--- src/rtl/sn_ram_sched.sv ---
// sn_ram_sched: round-robin write arbiter for two requesters plus a flow-controlled
// scan reader for the spike RAM. Optional clear-on-read build: SN_SCAN_CLEAR_EN.
module sn_ram_sched #(
    parameter int AW    = 10,
    parameter int DW    = 8,
    parameter int DEPTH = 1024
) (
    input  logic          clk,
    input  logic          rst,
    input  logic          wr0_req,
    input  logic [AW-1:0] wr0_addr,
    input  logic [DW-1:0] wr0_data,
    output logic          wr0_gnt,
    input  logic          wr1_req,
    input  logic [AW-1:0] wr1_addr,
    input  logic [DW-1:0] wr1_data,
    output logic          wr1_gnt,
    input  logic          scan_start,
    input  logic [AW-1:0] scan_base,
    input  logic [AW:0]   scan_len,
    output logic          scan_busy,
    output logic          scan_done,
    output logic          out_valid,
    input  logic          out_ready,
    output logic [AW-1:0] out_addr,
    output logic [DW-1:0] out_data,
    output logic          ram_wea,
    output logic [AW-1:0] ram_addra,
    output logic [DW-1:0] ram_dina,
    output logic [AW-1:0] ram_addrb,
    input  logic [DW-1:0] ram_doutb
);

    localparam logic [AW-1:0] ADDR_LAST = AW'(DEPTH - 1);
    localparam logic [AW-1:0] ADDR_ONE  = AW'(1);
    localparam logic [AW:0]   CNT_ONE   = (AW + 1)'(1);

    typedef enum logic [1:0] {
        S_IDLE,
        S_ISSUE,
        S_DRAIN,
        S_DONE
    } state_t;

    state_t          state;
    logic [AW-1:0]   rd_addr_q;
    logic [AW-1:0]   rd_addr;
    logic [AW-1:0]   rd_addr_inc;
    logic [AW-1:0]   addrb_q;
    logic [AW:0]     rd_left;
    logic [AW:0]     pcnt;
    logic            rd_issue;
    logic            inflight;
    logic            room;
    logic            push;
    logic            pop;
    logic [1:0]      fcnt;
    logic            rdp;
    logic            wrp;
    logic [AW-1:0]   fa [2];
    logic [DW-1:0]   fd [2];
    logic            prio_wr1;
    logic            clr_pend;

`ifdef SN_SCAN_CLEAR_EN
    // Each issued read is followed by a zero write to the same word.
    always_ff @(posedge clk or posedge rst) begin
        if (rst) clr_pend <= 1'b0;
        else     clr_pend <= rd_issue;
    end
`else
    assign clr_pend = 1'b0;
`endif

    always_comb begin
        wr0_gnt   = 1'b0;
        wr1_gnt   = 1'b0;
        ram_wea   = 1'b0;
        ram_addra = '0;
        ram_dina  = '0;
        if (!rst && !clr_pend) begin
            if (wr0_req && (!wr1_req || !prio_wr1)) wr0_gnt = 1'b1;
            else if (wr1_req)                        wr1_gnt = 1'b1;
        end
        if (wr0_gnt) begin
            ram_wea   = 1'b1;
            ram_addra = wr0_addr;
            ram_dina  = wr0_data;
        end else if (wr1_gnt) begin
            ram_wea   = 1'b1;
            ram_addra = wr1_addr;
            ram_dina  = wr1_data;
        end else if (clr_pend && !rst) begin
            ram_wea   = 1'b1;
            ram_addra = addrb_q;
            ram_dina  = '0;
        end
    end

    always_ff @(posedge clk or posedge rst) begin
        if (rst)          prio_wr1 <= 1'b0;
        else if (wr0_gnt) prio_wr1 <= 1'b1;
        else if (wr1_gnt) prio_wr1 <= 1'b0;
    end

    assign out_valid = (fcnt != 2'd0);
    assign out_addr  = fa[rdp];
    assign out_data  = fd[rdp];
    assign push      = inflight;

    // The first read goes out in the start cycle itself; the budget counts a
    // same-cycle pop as free space so the stream sustains one word per cycle.
    always_comb begin
        pop         = out_valid && out_ready;
        room        = ({1'b0, fcnt} + {2'b00, inflight}) < (3'd2 + {2'b00, pop});
        rd_addr     = (state == S_IDLE) ? scan_base : rd_addr_q;
        rd_addr_inc = (rd_addr == ADDR_LAST) ? '0 : rd_addr + ADDR_ONE;
        case (state)
            S_IDLE:  rd_issue = scan_start && (scan_len != '0);
            S_ISSUE: rd_issue = (rd_left != '0) && room;
            default: rd_issue = 1'b0;
        endcase
        if (rst) rd_issue = 1'b0;
        ram_addrb = rd_issue ? rd_addr : addrb_q;
    end

    always_ff @(posedge clk or posedge rst) begin
        if (rst) begin
            state     <= S_IDLE;
            scan_busy <= 1'b0;
            scan_done <= 1'b0;
            rd_addr_q <= '0;
            rd_left   <= '0;
            pcnt      <= '0;
        end else begin
            case (state)
                S_IDLE: begin
                    if (scan_start) begin
                        rd_addr_q <= rd_addr_inc;
                        rd_left   <= scan_len - {{AW{1'b0}}, rd_issue};
                        pcnt      <= scan_len;
                        if (scan_len != '0) begin
                            state     <= S_ISSUE;
                            scan_busy <= 1'b1;
                        end else begin
                            state     <= S_DONE;
                            scan_done <= 1'b1;
                        end
                    end
                end
                S_ISSUE: begin
                    if (rd_issue) begin
                        rd_addr_q <= rd_addr_inc;
                        rd_left   <= rd_left - CNT_ONE;
                    end
                    if (pop) pcnt <= pcnt - CNT_ONE;
                    if (rd_left == {{AW{1'b0}}, rd_issue}) state <= S_DRAIN;
                end
                S_DRAIN: begin
                    if (pop) begin
                        pcnt <= pcnt - CNT_ONE;
                        if (pcnt == CNT_ONE) begin
                            state     <= S_DONE;
                            scan_busy <= 1'b0;
                            scan_done <= 1'b1;
                        end
                    end
                end
                S_DONE: begin
                    state     <= S_IDLE;
                    scan_done <= 1'b0;
                end
                default: state <= S_IDLE;
            endcase
        end
    end

    always_ff @(posedge clk or posedge rst) begin
        if (rst) begin
            inflight <= 1'b0;
            addrb_q  <= '0;
            fcnt     <= 2'd0;
            rdp      <= 1'b0;
            wrp      <= 1'b0;
            for (int unsigned i = 0; i < 2; i++) begin
                fa[i] <= '0;
                fd[i] <= '0;
            end
        end else begin
            inflight <= rd_issue;
            addrb_q  <= ram_addrb;
            if (push) begin
                fa[wrp] <= addrb_q;
                fd[wrp] <= ram_doutb;
                wrp     <= ~wrp;
            end
            if (pop) rdp <= ~rdp;
            case ({push, pop})
                2'b10:   fcnt <= fcnt + 2'd1;
                2'b01:   fcnt <= fcnt - 2'd1;
                default: fcnt <= fcnt;
            endcase
        end
    end

endmodule

--- config.mk ---
export PLATFORM = sky130hd
export DESIGN_NAME = sn_ram_sched
export DESIGN_NICKNAME = d
export VERILOG_FILES = /design/src/rtl/sn_ram_sched.sv
export SDC_FILE = /design/constraint.sdc
export NUM_CORES = 1
export LEC_CHECK = 0
export ABC_AREA = 1
export CORE_ASPECT_RATIO = 0.7
export CORE_MARGIN = 5
export CORE_UTILIZATION = 45
export DETAILED_ROUTE_END_ITERATION = 16
export MAX_ROUTING_LAYER = met4
export PLACE_DENSITY = 0.78
export SETUP_SLACK_MARGIN = 0.05
export SLEW_MARGIN = 20
export SYNTH_ARGS = -nofsm -noshare
export SYNTH_HDL_FRONTEND = slang
export SYNTH_SLANG_ARGS = --single-unit
--- constraint.sdc ---
create_clock -name clk -period 9.2 [get_ports clk]
set_input_delay 1.84 -clock clk [delete_from_list [all_inputs] [get_ports clk]]
set_output_delay 1.84 -clock clk [all_outputs]
set_load 0.005 [all_outputs]
==> out/metrics.yaml <==
logic_synthesis:
  synth_nets: 723
  synth_cell_types: 43
  synth-edff-count: 0
  ys_ff_latch: 88
  ys_warn_count: 0
  yosysSeqAreaShare: 0.424
  synth-main-ff-cell: "dfrtp_1"
  avgSynthCellArea_sq_um: 8.13
  synthArstFlopShare: 1.00
  synth_area_sq_um: 5200
  syn_inst: 639
finish:
  finalNetCount: 832
  area.growth.synth_to_final_pct: 30.2
  diodes: 0
  layout-drive-gt1-share: 0.116
  stdcell_count: 906
floorplanning:
  start_util: 0.465
  rows: 32
  die_h_um: 99.9
  ioPinCount: 123
  die_area_sq_um: 13800
  core_sq_um: 11200
  die_w_um: 138
flow_run:
  maxCapViolCount: 0
power_and_ir_drop:
  power.density_nw_per_um2: 339
  power_mw: 2.30
  ir_drop_mv: 0.152
  leakage_nw: 3.12
worst_setup_path:
  end_kind: "output pin"
  critPathKind: "input pin to output pin"
  critPathMaxFanout: 14
  crit_chain: "clkdlybuf4s50_1 -> nor2_1 -> nand2_1 -> nor2_1 -> nand2_1 -> nand3_1 -> nand2_2 -> nand2_4 -> inv_2 -> nand2_1 -> o21ai_2 -> clkdlybuf4s50_1"
  crit_top_cell: "nand2_1"
  max_stage_delay_ps: 600
  slowest_stage: "clkdlybuf4s50_1"
  cp.required_ps: 7360
  cp.arrival_ps: 4130
  worstReg2RegStart: "state[1]"
  worstSetupStartpoint: "scan_len[6]"
  cp_top_family: "buffers and inverters"
  startpoint_type: "input pin"
  path_buf_inv: 3
clock_tree:
  cts-buffers-inserted: 9
  path_clk_slew_ps: 70
  root_buffer: "clkbuf_16"
  holdBufCountCts: 0
  cts_sinks: 88
  postCtsSetupRepairBufs: 0
  htree_levels: 3
  post_cts_resized: 0
  cts.path.max_buffers: 2
  cts_tree: "yes"
  clock_latency_ps: 340
global_route:
  grt_pass1_wl_um: 23200
  grt_usage: 0.209
  grt_max_degree: 88
  grt_pass1_vias: 4559
  globalRoute.totalOverflow: 0
  antenna_found_initial: 0
timing:
  slew_headroom: 0.450
  slew_violations: 0
  fin_tns_setup_ps: 0
  hold-worst-slack_ps: 481
  finClkSkew_ps: 7.29
  period_minus_slack_ps: 5970
  fmax_ghz: 0.168
  fin_crit_sh: 0.648
  hold_violations: 0
  rsz0062_at_grt: "no"
  worst_pin_slew_ps: 823
  setup_viol: 0
route:
  ant_nets: 0
  vias: 4695
  wl_per_cell_um: 15.4
  remaining_drc_errors: 0
  drt_iter0_drc: 331
  wl_um: 14000
  routed_via_density: 5.18
  firstDrtPassIters: 5
worst_hold_path:
  hold_start: "fa[14]"
  hp-class: "flip-flop to flip-flop"
run_status:
  outcome: "complete, no violations"
place:
  gp_congestion: 0.880
  port-buffer-count: 122
  dp_hpwl_um: 10800
  placed_cells: 890
==> worst paths after layout <==
kind	endpoint	slack, ps	cells after the start
hold reg to reg	fa[14]	480	2
max in group asynchronous	pcnt[3]	6480	3
setup reg to reg	rd_left[10]	5410	18
min in group asynchronous	prio_wr1	1760	2
setup / recovery	ram_addrb[6]	3230	12
hold / removal	fa[14]	480	2
==> final cells by class <==
cell class / count / area, sq um
Timing Repair Buffer: 123 / 1230
Inverter: 65 / 250
Clock buffer: 9 / 225
Fill cell: 972 / 4410
Sequential cell: 88 / 2200
Tap cell: 153 / 191
Clock inverter: 7 / 72.6
Multi-Input combinational cell: 461 / 2590
==> synth_stat cells (2+ instances only) <==
| cell | instances | area share |
|---|---|---|
| a21oi_1 | 14 | 0.013 |
| nand4_1 | 2 | 0.0024 |
| buf_6 | 6 | 0.013 |
| nor2_1 | 37 | 0.027 |
| nor3_1 | 8 | 0.0077 |
| dfrtp_1 | 88 | 0.42 |
| o21ai_2 | 19 | 0.032 |
| inv_1 | 60 | 0.043 |
| ha_1 | 13 | 0.031 |
| nand3_1 | 19 | 0.018 |
| nor2_2 | 2 | 0.0024 |
| xor2_1 | 14 | 0.024 |
| o21ai_0 | 72 | 0.069 |
| o21ai_1 | 4 | 0.0039 |
| clkbuf_1 | 15 | 0.011 |
| nor3_2 | 3 | 0.0058 |
| nand3_2 | 3 | 0.0058 |
| nand2_2 | 7 | 0.0084 |
| nand2_1 | 181 | 0.13 |
| o22ai_1 | 3 | 0.0036 |
| mux2_2 | 18 | 0.039 |
| xnor2_1 | 7 | 0.012 |
| a22o_1 | 18 | 0.030 |
| inv_2 | 3 | 0.0022 |
| buf_4 | 2 | 0.0029 |
| or2_2 | 4 | 0.0048 |
==> registers in the layout, indices dropped and copies added (netlist names) <==
register,cells
scan_done,1
addrb_q,10
rd_left,11
fa,20
fd,16
fcnt,2
rd_addr_q,10
pcnt,11
prio_wr1,1
state,2
rdp,1
inflight,1
wrp,1
scan_busy,1
==> per-layer routing <==
metal,GRT usage,wire (um)
met1,0.292,6600
met2,0.331,6800
met3,0.0276,468
met4,0.0425,129
met5,-,0
==> per-stage QoR <==
step	util	cell area, sq um	setup slack (ps)
after floorplan	-	5200	2520
after global placement	0.578	6460	3320
after detailed placement	0.578	6460	3180
after CTS	0.605	6760	3180
after global routing	0.606	6770	3070
final	0.606	6770	3230
==> power by group <==
group          total, mW  switching (mW)  internal, mW
clock network      0.358           0.166         0.192
logic               1.23           0.692         0.536
registers          0.710           0.134         0.575
total               2.30           0.993          1.30
==> cells in the final DEF (no fill, tap or decap), types with 2 or more instances in the layout <==
master / n
nand2_1: 180
clkdlybuf4s50_1: 122
dfrtp_1: 88
o21ai_0: 72
inv_1: 59
nor2_1: 36
nand3_1: 19
o21ai_2: 19
a22o_1: 18
mux2_2: 18
xor2_1: 14
a21oi_1: 14
ha_1: 13
clkbuf_16: 9
nand2_2: 8
nor3_1: 8
xnor2_1: 7
or2_2: 5
inv_6: 4
o21ai_1: 4
nand3_2: 3
nor3_2: 3
nor2_2: 3
inv_2: 3
o22ai_1: 3
nand4_1: 2
inv_8: 2
==> tightest hold or removal path, stage by stage (launching register included) <==
cell     delay, ps
dfrtp_1        340
nand2_1         50
o21ai_0         60
==> cell families (layout without fill, tap and decap cells) <==
logic type | Yosys count | count (layout) | synth area share
DFF | 88 | 88 | 0.424
muxes | 18 | 18 | 0.0390
xor gates and xnor gates | 21 | 21 | 0.0354
adders and majority gates | 13 | 13 | 0.0313
AOI/OAI and AO/OA | 137 | 137 | 0.167
and+or+nand+nor | 272 | 272 | 0.225
buffers and inverters | 90 | 204 | 0.0785
(Power assumes the default switching activity.)
